### config.mk
export PLATFORM = sky130hd
export DESIGN_NAME = mem_ctrl
export DESIGN_NICKNAME = d
export VERILOG_FILES = /design/src/rtl/mem_ctrl_pkg.sv /design/src/rtl/mem_ctrl.sv
export SDC_FILE = /design/constraint.sdc
export NUM_CORES = 1
export LEC_CHECK = 0
export CORE_MARGIN = 5
export CORE_UTILIZATION = 53
export CTS_CLUSTER_DIAMETER = 150
export DETAILED_ROUTE_END_ITERATION = 12
export PLACE_DENSITY = 0.86
export SETUP_SLACK_MARGIN = 0.5
export SLEW_MARGIN = 30
export SYNTH_ARGS = -nofsm -noshare
export SYNTH_HDL_FRONTEND = slang
export SYNTH_SLANG_ARGS = --single-unit
### constraint.sdc
create_clock -name clk_in -period 14.75 [get_ports clk_in]
set_input_delay 2.95 -clock clk_in [delete_from_list [all_inputs] [get_ports clk_in]]
set_output_delay 2.95 -clock clk_in [all_outputs]
set_load 0.02 [all_outputs]
### src/rtl/mem_ctrl_pkg.sv
// Opcodes, controller states and widths shared by the byte-serial memory controller.
package mem_ctrl_pkg;

  localparam int unsigned ADDR_W = 32;
  localparam int unsigned DATA_W = 32;
  localparam int unsigned BYTE_W = 8;
  localparam int unsigned OP_W   = 6;
  localparam int unsigned CNT_W  = 3;

  localparam logic [ADDR_W-1:0] IO_BASE_DEF = 32'h0003_0000;

  localparam logic TRUE  = 1'b1;
  localparam logic FALSE = 1'b0;

  typedef logic [OP_W-1:0] op_t;

  localparam op_t LB  = 6'd1;
  localparam op_t LH  = 6'd2;
  localparam op_t LW  = 6'd3;
  localparam op_t LBU = 6'd4;
  localparam op_t LHU = 6'd5;
  localparam op_t SB  = 6'd6;
  localparam op_t SH  = 6'd7;
  localparam op_t SW  = 6'd8;

  typedef enum logic [2:0] {
    ST_IDLE  = 3'd0,
    ST_STORE = 3'd1,
    ST_LOAD  = 3'd2,
    ST_FETCH = 3'd3,
    ST_DONE  = 3'd4
  } state_e;

  // Number of byte beats an access needs; unknown opcodes are treated as words.
  function automatic logic [CNT_W-1:0] beat_count(input op_t op);
    case (op)
      LB, LBU, SB: beat_count = CNT_W'(1);
      LH, LHU, SH: beat_count = CNT_W'(2);
      default:     beat_count = CNT_W'(4);
    endcase
  endfunction

endpackage

### src/rtl/mem_ctrl.sv
// Sole owner of the byte-wide RAM/IO port: arbitrates store/load/fetch requests,
// serialises them into byte beats and assembles/extends read results.
module mem_ctrl
  import mem_ctrl_pkg::*;
#(
  parameter logic [ADDR_W-1:0] IO_BASE = IO_BASE_DEF
) (
  input  logic              clk_in,
  input  logic              rst_in,
  input  logic              rdy_in,
  input  logic              roll_back,
  input  logic [BYTE_W-1:0] mem_din,
  output logic [BYTE_W-1:0] mem_dout,
  output logic [ADDR_W-1:0] mem_a,
  output logic              mem_wr,
  input  logic              io_buffer_full,
  input  logic              if_req,
  input  logic [ADDR_W-1:0] if_addr,
  output logic              if_done,
  output logic [DATA_W-1:0] if_inst,
  input  logic              lsb_load,
  input  logic [ADDR_W-1:0] load_address,
  input  logic [OP_W-1:0]   op_type_load,
  output logic              finish_load,
  output logic [DATA_W-1:0] data_load,
  input  logic              lsb_store,
  input  logic [ADDR_W-1:0] store_address,
  input  logic [DATA_W-1:0] data_store,
  input  logic [OP_W-1:0]   op_type_store,
  output logic              finish_store
);

  state_e            state_q, state_d;
  state_e            kind_q, kind_d;
  logic [CNT_W-1:0]  cnt_q, cnt_d, n_q, n_d, nxt_cnt_c;
  logic              last_beat_c, store_blocked_c;
  logic [ADDR_W-1:0] addr_q, addr_d, mem_a_q, mem_a_d;
  op_t               op_q, op_d;
  logic [DATA_W-1:0] wdata_q, wdata_d, rbuf_q, rbuf_d, ext_c;
  logic [BYTE_W-1:0] mem_dout_q, mem_dout_d;
  logic              mem_wr_q, mem_wr_d;
  logic              if_done_q, if_done_d, finish_load_q, finish_load_d;
  logic              finish_store_q, finish_store_d;
  logic [DATA_W-1:0] if_inst_q, if_inst_d, data_load_q, data_load_d;

  assign nxt_cnt_c       = cnt_q + CNT_W'(1);
  assign last_beat_c     = (nxt_cnt_c == n_q);
  // An IO store waiting on a full UART holds the port and everything below it.
  assign store_blocked_c = lsb_store && (store_address >= IO_BASE) && io_buffer_full;

  always_ff @(posedge clk_in or posedge rst_in) begin
    if (rst_in) begin
      state_q <= ST_IDLE;
    end else if (rdy_in) begin
      state_q <= state_d;
    end
  end

  always_comb begin
    state_d = state_q;
    case (state_q)
      ST_IDLE: begin
        if (!roll_back) begin
          if (lsb_store) begin
            if (!store_blocked_c) state_d = ST_STORE;
          end else if (lsb_load) begin
            state_d = ST_LOAD;
          end else if (if_req) begin
            state_d = ST_FETCH;
          end
        end
      end
      ST_STORE: begin
        if (last_beat_c) state_d = ST_DONE;
      end
      ST_LOAD, ST_FETCH: begin
        if (roll_back)        state_d = ST_IDLE;
        else if (last_beat_c) state_d = ST_DONE;
      end
      ST_DONE: state_d = ST_IDLE;
      default: state_d = ST_IDLE;
    endcase
  end

  // Beat sequencing, read assembly and done pulses.
  always_comb begin
    kind_d         = kind_q;
    cnt_d          = cnt_q;
    n_d            = n_q;
    addr_d         = addr_q;
    op_d           = op_q;
    wdata_d        = wdata_q;
    rbuf_d         = rbuf_q;
    mem_a_d        = mem_a_q;
    mem_dout_d     = mem_dout_q;
    mem_wr_d       = mem_wr_q;
    if_inst_d      = if_inst_q;
    data_load_d    = data_load_q;
    if_done_d      = FALSE;
    finish_load_d  = FALSE;
    finish_store_d = FALSE;
    case (state_q)
      ST_IDLE: begin
        cnt_d  = '0;
        rbuf_d = '0;
        kind_d = state_d;
        if (state_d == ST_STORE) begin
          addr_d     = store_address;
          n_d        = beat_count(op_type_store);
          wdata_d    = data_store;
          mem_a_d    = store_address;
          mem_dout_d = data_store[BYTE_W-1:0];
          mem_wr_d   = TRUE;
        end else if (state_d == ST_LOAD) begin
          addr_d  = load_address;
          op_d    = op_type_load;
          n_d     = beat_count(op_type_load);
          mem_a_d = load_address;
        end else if (state_d == ST_FETCH) begin
          addr_d  = if_addr;
          n_d     = CNT_W'(4);
          mem_a_d = if_addr;
        end
      end
      ST_STORE: begin
        if (last_beat_c) begin
          mem_wr_d       = FALSE;
          finish_store_d = TRUE;
        end else begin
          cnt_d      = nxt_cnt_c;
          mem_a_d    = addr_q + ADDR_W'(nxt_cnt_c);
          mem_dout_d = BYTE_W'(wdata_q >> {nxt_cnt_c[1:0], 3'b000});
        end
      end
      ST_LOAD, ST_FETCH: begin
        if (!roll_back) begin
          rbuf_d  = rbuf_q | (DATA_W'(mem_din) << {cnt_q[1:0], 3'b000});
          cnt_d   = nxt_cnt_c;
          mem_a_d = addr_q + ADDR_W'(nxt_cnt_c);
        end
      end
      ST_DONE: begin
        if (kind_q == ST_LOAD) begin
          finish_load_d = TRUE;
          data_load_d   = ext_c;
        end else if (kind_q == ST_FETCH) begin
          if_done_d = TRUE;
          if_inst_d = rbuf_q;
        end
      end
      default: ;
    endcase
  end

  always_comb begin
    ext_c = rbuf_q;
    case (op_q)
      LB:      ext_c = {{24{rbuf_q[7]}}, rbuf_q[7:0]};
      LH:      ext_c = {{16{rbuf_q[15]}}, rbuf_q[15:0]};
      LBU:     ext_c = {24'h0, rbuf_q[7:0]};
      LHU:     ext_c = {16'h0, rbuf_q[15:0]};
      default: ext_c = rbuf_q;
    endcase
  end

  always_ff @(posedge clk_in or posedge rst_in) begin
    if (rst_in) begin
      kind_q         <= ST_IDLE;
      cnt_q          <= '0;
      n_q            <= '0;
      addr_q         <= '0;
      op_q           <= '0;
      wdata_q        <= '0;
      rbuf_q         <= '0;
      mem_a_q        <= '0;
      mem_dout_q     <= '0;
      mem_wr_q       <= 1'b0;
      if_done_q      <= 1'b0;
      if_inst_q      <= '0;
      finish_load_q  <= 1'b0;
      data_load_q    <= '0;
      finish_store_q <= 1'b0;
    end else if (rdy_in) begin
      kind_q         <= kind_d;
      cnt_q          <= cnt_d;
      n_q            <= n_d;
      addr_q         <= addr_d;
      op_q           <= op_d;
      wdata_q        <= wdata_d;
      rbuf_q         <= rbuf_d;
      mem_a_q        <= mem_a_d;
      mem_dout_q     <= mem_dout_d;
      mem_wr_q       <= mem_wr_d;
      if_done_q      <= if_done_d;
      if_inst_q      <= if_inst_d;
      finish_load_q  <= finish_load_d;
      data_load_q    <= data_load_d;
      finish_store_q <= finish_store_d;
    end
  end

  assign mem_a        = mem_a_q;
  assign mem_dout     = mem_dout_q;
  assign mem_wr       = mem_wr_q & rdy_in;
  assign if_done      = if_done_q;
  assign if_inst      = if_inst_q;
  assign finish_load  = finish_load_q;
  assign data_load    = data_load_q;
  assign finish_store = finish_store_q;

endmodule

Word level (Yosys, flattened, before mapping)

Index checks and enable logic that the tools add are counted.

Logic and storage cells: 117
Output and inout bits: 108
Register bits: 222
Bits of input ports: 156

Muxes and demuxes: 38
Reductions and logical operators: 23
Magnitude comparators: 1
Add/subtract/negate cells: 2
Shift-type cells: 2
Bitwise gates (word level): 4
Equality and inequality tests: 31

Operators with widths:

| operator                                                            | number |
|---|---|
| 2-to-1 mux 32 bit                                                   | 6 |
| case mux 32 bit (4 select lines)                                    | 1 |
| case mux 32 bit (3 select lines)                                    | 1 |
| case mux 32 bit (2 select lines)                                    | 1 |
| equality test 6 x 3 -> 1 bit, second input constant                 | 10 |
| 2-to-1 mux 3 bit                                                    | 12 |
| adder 32 x 3 -> 32 bit                                              | 1 |
| greater-or-equal comparator 32 x 18 -> 1 bit, second input constant | 1 |
| bitwise OR 32 bit                                                   | 1 |
| left shift 8 x 5 -> 32 bit                                          | 1 |
| right shift 32 x 5 -> 8 bit                                         | 1 |
| AND reduction 4 bit                                                 | 5 |
| equality test 3 x 2 -> 1 bit, second input constant                 | 6 |
| equality test 6 x 1 -> 1 bit, second input constant                 | 3 |
| equality test 6 x 2 -> 1 bit, second input constant                 | 3 |
| case mux 3 bit (3 select lines)                                     | 2 |
| 2-to-1 mux 8 bit                                                    | 2 |
| case mux 8 bit (2 select lines)                                     | 1 |
| case mux 3 bit (2 select lines)                                     | 2 |
| AND reduction 3 bit                                                 | 4 |
| OR reduction 3 bit                                                  | 4 |
| 2-to-1 mux 1 bit                                                    | 9 |
| inequality test 2 bit, second input constant                        | 4 |
| equality test 3 x 1 -> 1 bit, second input constant                 | 2 |
| 14 further kinds                                                    | 18 |

Depth between registers and ports, before layout

Depth in word-level cells: 12
Depth in mapped cells: 12
Mapped depth without buffers: 10

Least setup slack after synthesis

Ideal clock, no wire load.

Kind: input port to output port
Start point: in rdy_in
End point: out mem_wr
Data arrival time: 3.670 ns
Cell stages on the path: 3
Buffers on the path: 2
Setup slack: 8.130 ns
Cells stage by stage: clkbuf_1 > clkbuf_1 > and2_1

Longest elaborated chain between the ends: 1

RTL lines:

| element           | RTL line        | text |
|---|---|---|
| from (decl)       | mem_ctrl.sv:10  | `input logic rdy_in,` |
| bitwise AND 1 bit | mem_ctrl.sv:204 | `assign mem_wr = mem_wr_q & rdy_in;` |
| to (decl)         | mem_ctrl.sv:15  | `output logic mem_wr,` |

Every way passes these cells.

Worst setup path after layout

Ends and elaborated chain as after synthesis.

==> metrics.yaml <==
status:
  status: "complete, no violations"
critical_path:
  cp_slowest_stage_delay_ps: 800
  worstSetupPathType: "input pin to primary output"
  crit_top_cell: "clkdlybuf4s50_1"
  cp_data_required_time_ps: 11800
  cp.depth: 3
  cp_cell_sequence: "clkdlybuf4s50_1 > and2_1 > clkdlybuf4s50_1"
  critPathBufInv: 2
  cp_max_fo: 16
  cp_top_family: "buffers and inverters"
  cp_data_arrival_time_ps: 4570
  critPathSlowestCell: "clkdlybuf4s50_1"
  end_kind: "primary output"
  cp-start-kind: "input pin"
  reg2reg_depth: 9
place:
  dp_slack_ps: 7230
  dpl.hpwl_mm: 21.3
  portBuffers: 263
  place_congestion: 0.900
final_layout:
  layout.nets: 1362
  drive_gt1_frac: 0.137
  diodes: 0
  area_growth_pct: 35.6
sta:
  slew_viol_final: 0
  maxSlewHeadroom: 0.387
  rsz0062_at_grt: "false"
  fin_setup_tns_ps: 0
  worst_slew_pin_slew_ps: 920
  worst_slack_ps: 7230
  fin_crit_sh: 0.510
  hold_viol: 0
  setup_viol: 0
  skew_ps: 12.4
  max_freq_mhz: 133
  post-route-min-period_ps: 7520
logic_synthesis:
  yosysSeqAreaShare: 0.539
  synth_top_area_share: 0.539
  synthesis.area_um2: 10300
  yosys_warnings: 0
  synth_seq_cells: 222
  synthTopCellsByArea: "dfrtp_1 (54%), mux2_2 (8.7%), nor2_1 (4.8%)"
  synth-xor-area-share: 0.0313
  synth_adder_area_share: 0.00680
  ys.flop_type: "dfrtp_1"
  postSynthCellCount: 953
  synth_compound_area_frac: 0.151
  syn_nets: 1114
  synth_top_cell_by_area: "dfrtp_1"
  synth_cell_types: 56
  synth-simple-area-share: 0.129
  synth.avg_cell_area_um2: 10.8
  synth_top_family_by_area: "compound AO/OA/AOI/OAI gates"
  synth-edff-count: 0
  synth.mux.area_fraction: 0.115
  synthArstFlopShare: 1.00
die:
  start_util: 0.533
  dieArea_um2: 22300
  coreArea_um2: 19300
  io_pins: 264
  num_rows: 51
  die_h_um: 149
  die_w_um: 149
route:
  routedWlPerCell_um: 21.1
  ant_nets: 0
  via_per_inst: 5.90
  drt_first_iter_violations: 501
  vias: 8743
  first_pass_iters: 5
  drc: 0
  routed_wl_mm: 31.3
clock_network:
  cts_hold_buffers: 0
  cts_buffers: 24
  post_cts_resized: 0
  cts_tree: "built"
  root_buffer: "clkbuf_16"
  h-tree-depth: 1
  cts.clk_slew.worst_paths_ps: 60
  clock_latency_ps: 510
  clock_sinks: 222
  cts_setup_buffers: 0
  max-clock-path-buffers: 3
min_path:
  hold_class: "register to register"
  hold_path_depth: 1
power_and_ir_drop:
  worst_ir_drop_vdd_uv: 182
  leakage_nw: 6.07
  power_density_nw_per_um2: 217
global_routing:
  antenna_found_initial: 0
  globalRouteOverflowTotal: 0
  grt_pass1_vias: 9049
  grt_max_degree: 150
  grt_use_total: 0.275
  grt_first_pass_wirelength_mm: 48.8
run:
  max_cap_viol_count: 0
[synthesized netlist by cell type (7+ instances only)]
cell / count
a22o_1: 22
mux2_2: 80
and3_1: 7
a22oi_1: 21
nand2_1: 72
a31oi_1: 12
inv_1: 9
nor4_1: 7
xor2_1: 16
mux2i_1: 10
a21o_1: 14
a21oi_1: 93
a211oi_1: 19
dfrtp_1: 222
o21ai_0: 13
clkbuf_1: 29
buf_2: 16
xnor2_1: 18
mux4_2: 8
nor2_1: 132
nand3_1: 43
nor3_1: 12
[state kept, by name (all words and copies together), names as in the netlist, 3 cells and up]
name       cells
mem_a         32
data_load     32
cnt_q          3
rbuf_q        32
kind_q         3
n_q            3
addr_q        32
op_q           6
wdata_q       32
state_q        3
if_inst       32
mem_dout       8
[cells in the final DEF (no fill, tap or decap), types with 8 or more instances in the layout]
| cell type | netlist | routed |
|---|---|---|
| clkbuf_16 | 0 | 25 |
| o21ai_0 | 13 | 13 |
| a22o_1 | 22 | 22 |
| inv_1 | 9 | 8 |
| xnor2_1 | 18 | 18 |
| xor2_1 | 16 | 16 |
| a21oi_1 | 93 | 92 |
| clkdlybuf4s50_1 | 0 | 263 |
| a31oi_1 | 12 | 12 |
| mux2i_1 | 10 | 10 |
| a21o_1 | 14 | 13 |
| dfrtp_1 | 222 | 222 |
| mux2_2 | 80 | 80 |
| nand2_1 | 72 | 71 |
| a211oi_1 | 19 | 19 |
| a22oi_1 | 21 | 21 |
| buf_4 | 0 | 12 |
| nand3_1 | 43 | 43 |
| mux4_2 | 8 | 8 |
| nor2_1 | 132 | 128 |
| nor3_1 | 12 | 10 |
[through the flow]
step | power [W] | util | cells | cell area (um^2) | hold slack, ps
after detailed placement | 0.00241 | 0.680 | 1440 | 13200 | 469
final | 0.00304 | 0.723 | 1481 | 14000 | 482
after global routing | 0.00322 | 0.723 | 1481 | 14000 | 503
after global placement | 0.00235 | 0.680 | 1440 | 13100 | 458
after floorplan | 0.00192 | - | 953 | 10300 | 442
after CTS | 0.00304 | 0.722 | 1481 | 14000 | 482
[final timing paths]
path	startpoint	to	slack, ps
setup reg to reg	cnt_q[0]$_DFFE_PP0P_	mem_a[26]$_DFFE_PP0P_	10650
hold reg to reg	mem_a[0]$_DFFE_PP0P_	mem_a[0]$_DFFE_PP0P_	480
setup / recovery	rdy_in	mem_wr	7230
min in group asynchronous	rst_in	if_done$_DFFE_PP0P_	2980
hold / removal	mem_a[0]$_DFFE_PP0P_	mem_a[0]$_DFFE_PP0P_	480
max in group asynchronous	rst_in	mem_a[13]$_DFFE_PP0P_	10520
[metal layers]
metal / up-vias / wire length (um) / track usage
li1: 3916 / - / -
met1: 4342 / 11900 / 0.348
met2: 417 / 15200 / 0.458
met3: 68 / 3200 / 0.0809
met4: 0 / 1030 / 0.0915
met5: - / 0 / 0
[worst reg2reg max path, delay by kind of cell (launching register included)]
family | cells | cell delay (ps)
AO/OA/AOI/OAI | 3 | 1190
XOR/XNOR | 1 | 210
adder cells (fa/ha/maj) | 1 | 690
buffers and inverters | 1 | 340
flip-flops | 1 | 860
AND/OR/NAND/NOR | 3 | 680
[cell type report]
class,instances,area (um^2)
Sequential cell,222,5560
Fill cell,1370,5360
Multi-Input combinational cell,668,4500
Timing Repair Buffer,276,2730
Clock buffer,30,664
Tap cell,265,332
Clock inverter,11,140
Inverter,9,46.3
[power by group]
| part | total, W | internal [W] | leakage, nW | switching, W |
|---|---|---|---|---|
| clock network | 0.000618 | 0.000371 | 0.397 | 0.000247 |
| registers | 0.00102 | 0.000834 | 2.84 | 0.000188 |
| logic | 0.00140 | 0.000595 | 2.83 | 0.000803 |
| total | 0.00304 | 0.00180 | 6.07 | 0.00124 |
[logic make-up after synthesis]
kind of cell,after synthesis
flops,222
mux,98
simple gates,299
compound gates,231
fa+ha+maj,5
xor+xnor,35
buf+inv,63
(Power assumes the default switching activity.)
==> edit 1 (same flow settings) <==
`ADDR_W`: 32 -> 64.
--- a/src/rtl/mem_ctrl_pkg.sv
+++ b/src/rtl/mem_ctrl_pkg.sv
@@ -3,3 +3,3 @@
 
-  localparam int unsigned ADDR_W = 32;
+  localparam int unsigned ADDR_W = 64;
   localparam int unsigned DATA_W = 32;
Ports: changed (resized if_addr, load_address, mem_a and store_address); port bits go from 264 to 392. No check against the original RTL was run, so the function may have changed too.
==> edit 1 against the unedited design <==
- sequential share of layout area is 2.6 points lower
- hold slack improved by 2.2 ps
- setup slack better by 91 ps
- sequential cell count is 64 higher
- synthesized area is 37% higher
- core utilization rose by 1.5 points
- maximum frequency rose by 1.2%
- cell area increased by 38%
- wire length rose by 54%
- non-clock buffer count is 131 higher
- via count rose by 49%
- power up 36%
- global-route usage is 3.5 points higher
- clock skew rose by 1.6 ps
==> edit 1: results (changes against the unedited design) <==
- Run status: completed
- Post-DP HPWL: 33,200 um (+55%)
- Largest net degree at the start of global routing: 147 (-2.0%)
- Initial antenna violation count: 8 (+8)
- Fraction of the mapped netlist area in compound gates: 16.8% (+1.7 points)
- Grt met3 use: 7.58% (-0.51 points)
- Worst vdd ir: 0.000168 V (-7.7%)
- RR Startpoint: cnt_q[0]
- First-pass GRT wire length: 75,300 um (+54%)
- Total CTS buffers: 30 (+25%)
- Hold crit path type: reg -> reg
- Worst Path Arrival: 4480 ps (-90 ps)
- R2R Path End: mem_a[58]
- Least-Margin Pin Slew: 952 ps (+32.5 ps)
- Net Count, Synth: 1,652 (+48%)
- Synth Area in Adders: 0.497% (-0.18 points)
- GRT met1 Usage: 39.1% (+4.3 points)
- Clock latency on the worst-skew pair: 560 ps (+50 ps)
- Number of global-route vias before repair: 13.4k (+49%)
- Mux cell area share after synthesis: 8.44% (-3.0 points)
- Post-Synth XOR/XNOR Area: 4.15% (+1.0 points)
- DR vias: 13.0k (+49%)
- DRT Pass-1 Iters: 6 (+1)
- Crit Path Max Fanout: 11 (-5)
- DP Worst Slack: 7340 ps (+106 ps)
- Crit path time final: 7430 ps (-91.0 ps)
- Layout cells sized above 1: 11.4% (-2.2 points)
- Fillcell total: 1,743 (+27%)
- Synth unique cells: 64 (+14%)
- Synth top area cells: dfrtp_1, mux2_2, nand2_1
- H-tree depth: 1 (unchanged)
- Total GRT Usage: 31.0% (+3.5 points)
- Seq/Total Area, Yosys: 50.8% (-3.1 points)
- Final wirelength: 48,300 um (+54%)
- Leading cell types by count after synthesis: dfrtp_1, nand2_1, nor2_1
- Port bufs: 391 (+49%)
- Pleak: 0.00806 uW (+33%)
- Placer Congestion: 0.899 (about the same)
- M2 GR Usage: 51.9% (+6.1 points)
- DRT iter0 DRCs: 1,507 (+200%)
- Clk_skew: 14.0 ps (+1.60 ps)
- Reg2Reg Setup Slack: 10,220 ps (-430 ps)
- Layout net count: 2,001 (+47%)
edit 1: cell types whose count changed after synthesis, moves of 20 or more:
cell,before,now
a21oi_1,93,73
a22o_1,22,2
a22oi_1,21,0
dfrtp_1,222,286
nand2_1,72,192
nor3_1,12,58
o211ai_1,2,24
o21ai_0,13,61
o21bai_1,2,33
o22a_1,0,25
o22ai_1,1,40
xor2_1,16,42
edit 1: layout make-up:
type	count	area (um2)	area share [%]
diodes	4	10.0	0.0519
clock buffers	42	866	4.49
clock inverters	12	161	0.837
inverters	17	76.3	0.396
multi-input cells	1002	6540	33.9
flip-flops and latches	286	7160	37.1
well taps	335	419	2.17
repair buffers	407	4060	21.0
edit 1: cell families after synthesis:
kind of cell / after synthesis
flops: 286
mux: 98
xor+xnor: 65
fa+ha+maj: 5
simple gates: 492
buf+inv: 107
compound gates: 342
edit 1: per-stage QoR:
| step | utilization [%] | std cells | total power, uW | cell area, um2 | hold slack, ps |
|---|---|---|---|---|---|
| floorplan | - | 1395 | 2600 | 14100 | 442 |
| global placement | 69.6 | 2046 | 3220 | 18200 | 462 |
| detailed placement | 69.6 | 2046 | 3300 | 18200 | 472 |
| CTS | 73.6 | 2100 | 4110 | 19200 | 484 |
| global route | 73.8 | 2105 | 4360 | 19300 | 495 |
| finish | 73.8 | 2105 | 4130 | 19300 | 484 |
edit 1: worst min-delay path by stage:
stage / startpoint / cells after the start / slack [ps] / endpoint
after floorplan: mem_wr_q / 1 / 440 / mem_wr_q
final: addr_q[33] / 2 / 480 / addr_q[33]
after detailed placement: addr_q[33] / 2 / 470 / addr_q[33]
after CTS: addr_q[33] / 2 / 480 / addr_q[33]
after global routing: kind_q[2] / 1 / 500 / kind_q[2]
after global placement: addr_q[61] / 2 / 460 / addr_q[61]
edit 1: metal layers:
metal | share of wire [%] | up-vias
met5 | 0.14 | -
met1 | 38 | 6379
met3 | 9.5 | 127
li1 | - | 5732
met4 | 4.1 | 8
met2 | 48 | 773
edit 1: critical path, cell delays in order:
cell	delay [ps]
clkdlybuf4s50_1	720
and2_1	200
clkdlybuf4s50_1	610
edit 1: power by group:
| group | leakage (uW) | switching [uW] | internal, uW | total (uW) |
|---|---|---|---|---|
| registers | 0.00364 | 270 | 1100 | 1370 |
| clock network | 0.000496 | 322 | 462 | 784 |
| logic | 0.00392 | 1150 | 828 | 1980 |
==> edit 2 (same flow settings) <==
Made on the original files. The 5 states of `state_e` get a Gray code encoding in 3 bits.
--- a/src/rtl/mem_ctrl_pkg.sv
+++ b/src/rtl/mem_ctrl_pkg.sv
@@ -26,7 +26,7 @@
   typedef enum logic [2:0] {
-    ST_IDLE  = 3'd0,
-    ST_STORE = 3'd1,
-    ST_LOAD  = 3'd2,
-    ST_FETCH = 3'd3,
-    ST_DONE  = 3'd4
+    ST_IDLE  = 3'b000,
+    ST_STORE = 3'b001,
+    ST_LOAD  = 3'b011,
+    ST_FETCH = 3'b010,
+    ST_DONE  = 3'b110
   } state_e;
Function: same outputs for any inputs over 4 cycles, from zero or initial values and one cycle with rst_in high; so few cycles prove little.
==> edit 2 against the unedited design <==
- sequential power about the same
- cell area up 3.9%
- wire length is 4.6% lower
- critical path type unchanged
- synthesized area increased by 4.9%
- sequential cell count unchanged
- setup slack improved by 180 ps
- count of clock-buffer cells in the layout grew 8
- power decreased by 7.8%
- first-iteration DRC count fell by 1.8%
- maximum frequency grew 2.5%
==> edit 2: results (changes against the unedited design) <==
- Leading cell types by count after synthesis: dfrtp_1, nand2_1, mux2_2
- Routed wire per std cell: 19.5 um (-7.9%)
- Total GRT Usage: 24.7% (-2.9 points)
- Fraction of the mapped netlist area in compound gates: 13.3% (-1.8 points)
- Net Count, Synth: 1,170 (+5.0%)
- Clk_skew: 9.89 ps (-2.49 ps)
- CTS root buf: clkbuf_16
- Post-Synth XOR/XNOR Area: 2.97% (-0.16 points)
- Post-CTS Setup Bufs: 0 (unchanged)
- Worst Path Arrival: 4390 ps (-180 ps)
- Hold-critical path depth: 2 (+1)
- First-pass GRT wire length: 47,800 um (-2.1%)
- Post-DP HPWL: 20,900 um (-2.1%)
- Placed Area: 13,600 um2 (+3.7%)
- Largest net degree at the start of global routing: 153 (+2.0%)
- Synth Area in Adders: 0.648% (-0.032 points)
- Mux cell area share after synthesis: 15.8% (+4.3 points)
- Number of global-route vias before repair: 9,118 (+0.76%)
- Run status: completed
- Worst path max stage delay: 660 ps (-140 ps)
- Worst r2r path cells: 8 (-1)
- Hold crit path type: reg -> reg
- Slew Limit Headroom: 33.7% (-5.0 points)
- Slowest-stage cell, CP: clkdlybuf4s50_1
- Crit Path Max Fanout: 9 (-7)
- N_diodes: 0 (unchanged)
- DR vias/cell: 5.77 (-2.2%)
- Worst-path clk slew: 50 ps
- CTS resizes: 0 (unchanged)
- Placer Congestion: 0.856 (-4.9%)
- Synth unique cells: 64 (+14%)
- Synth top area cells: dfrtp_1, mux2_2, a21oi_1
- Worst vdd ir: 0.000114 V (-38%)
- Layout net count: 1,409 (+3.5%)
- Seq/Total Area, Yosys: 51.4% (-2.5 points)
- Pleak: 0.00629 uW (+3.7%)
- DRT iter0 DRCs: 492 (-1.8%)
- Initial antenna violation count: 0 (unchanged)
- Layout cells sized above 1: 13.8% (+0.18 points)
- Fillcell total: 1,427 (+4.2%)
- Total CTS buffers: 25 (+4.2%)
[edit 2: changes by cell type in the layout (fill, tap and decap cells not counted), sizes merged, moves of 21 or more]
cell   change
nor2      -61
nand2     +42
a22oi     -21
nand3     -29
o21ai     +47
mux2i     +31
[edit 2: where the power goes]
group | switching [uW] | internal, uW
registers | 190 | 827
logic | 641 | 539
clock network | 236 | 368
[edit 2: final cells by class]
cell class	instances	share of cell area, %
multi-input cells	715	34.5
repair buffers	276	19.1
well taps	270	2.33
flip-flops and latches	222	38.3
inverters	8	0.293
clock buffers	38	4.92
clock inverters	6	0.595
[edit 2: final timing paths]
path                                   start           end  slack (ps)
worst max-delay path                  rdy_in        mem_wr        7410
worst min-delay path            data_load[0]  data_load[0]         470
worst max register to register      cnt_q[0]      mem_a[2]       10630
worst min register to register  data_load[0]  data_load[0]         470
max in group asynchronous             rst_in   if_inst[25]       10610
min in group asynchronous             rst_in  data_load[6]        3040
[edit 2: metal layers]
metal | track usage (%) | routed length (um) | vias up
met1 | 30.9 | 11900 | 4313
met5 | 0 | 0 | -
met3 | 5.82 | 2420 | 49
met2 | 43.3 | 14900 | 394
li1 | - | - | 4108
met4 | 6.36 | 639 | 0
[edit 2: logic make-up (layout without fill, tap and decap cells)]
| group | after synthesis | in the layout |
|---|---|---|
| and+or+nand+nor | 295 | 295 |
| AOI/OAI and AO/OA | 232 | 232 |
| DFF | 222 | 222 |
| muxes | 148 | 148 |
| buffers and inverters | 72 | 328 |
| xor gates and xnor gates | 35 | 35 |
| adders and majority gates | 5 | 5 |
[edit 2: through the flow]
stage | std cells | hold WS (ps) | worst slack [ps]
after floorplan | 1009 | 450 | 5720
final | 1535 | 474 | 7410
after detailed placement | 1489 | 462 | 7400
after global placement | 1489 | 458 | 7410
after global routing | 1535 | 488 | 7340
after CTS | 1533 | 476 | 7400
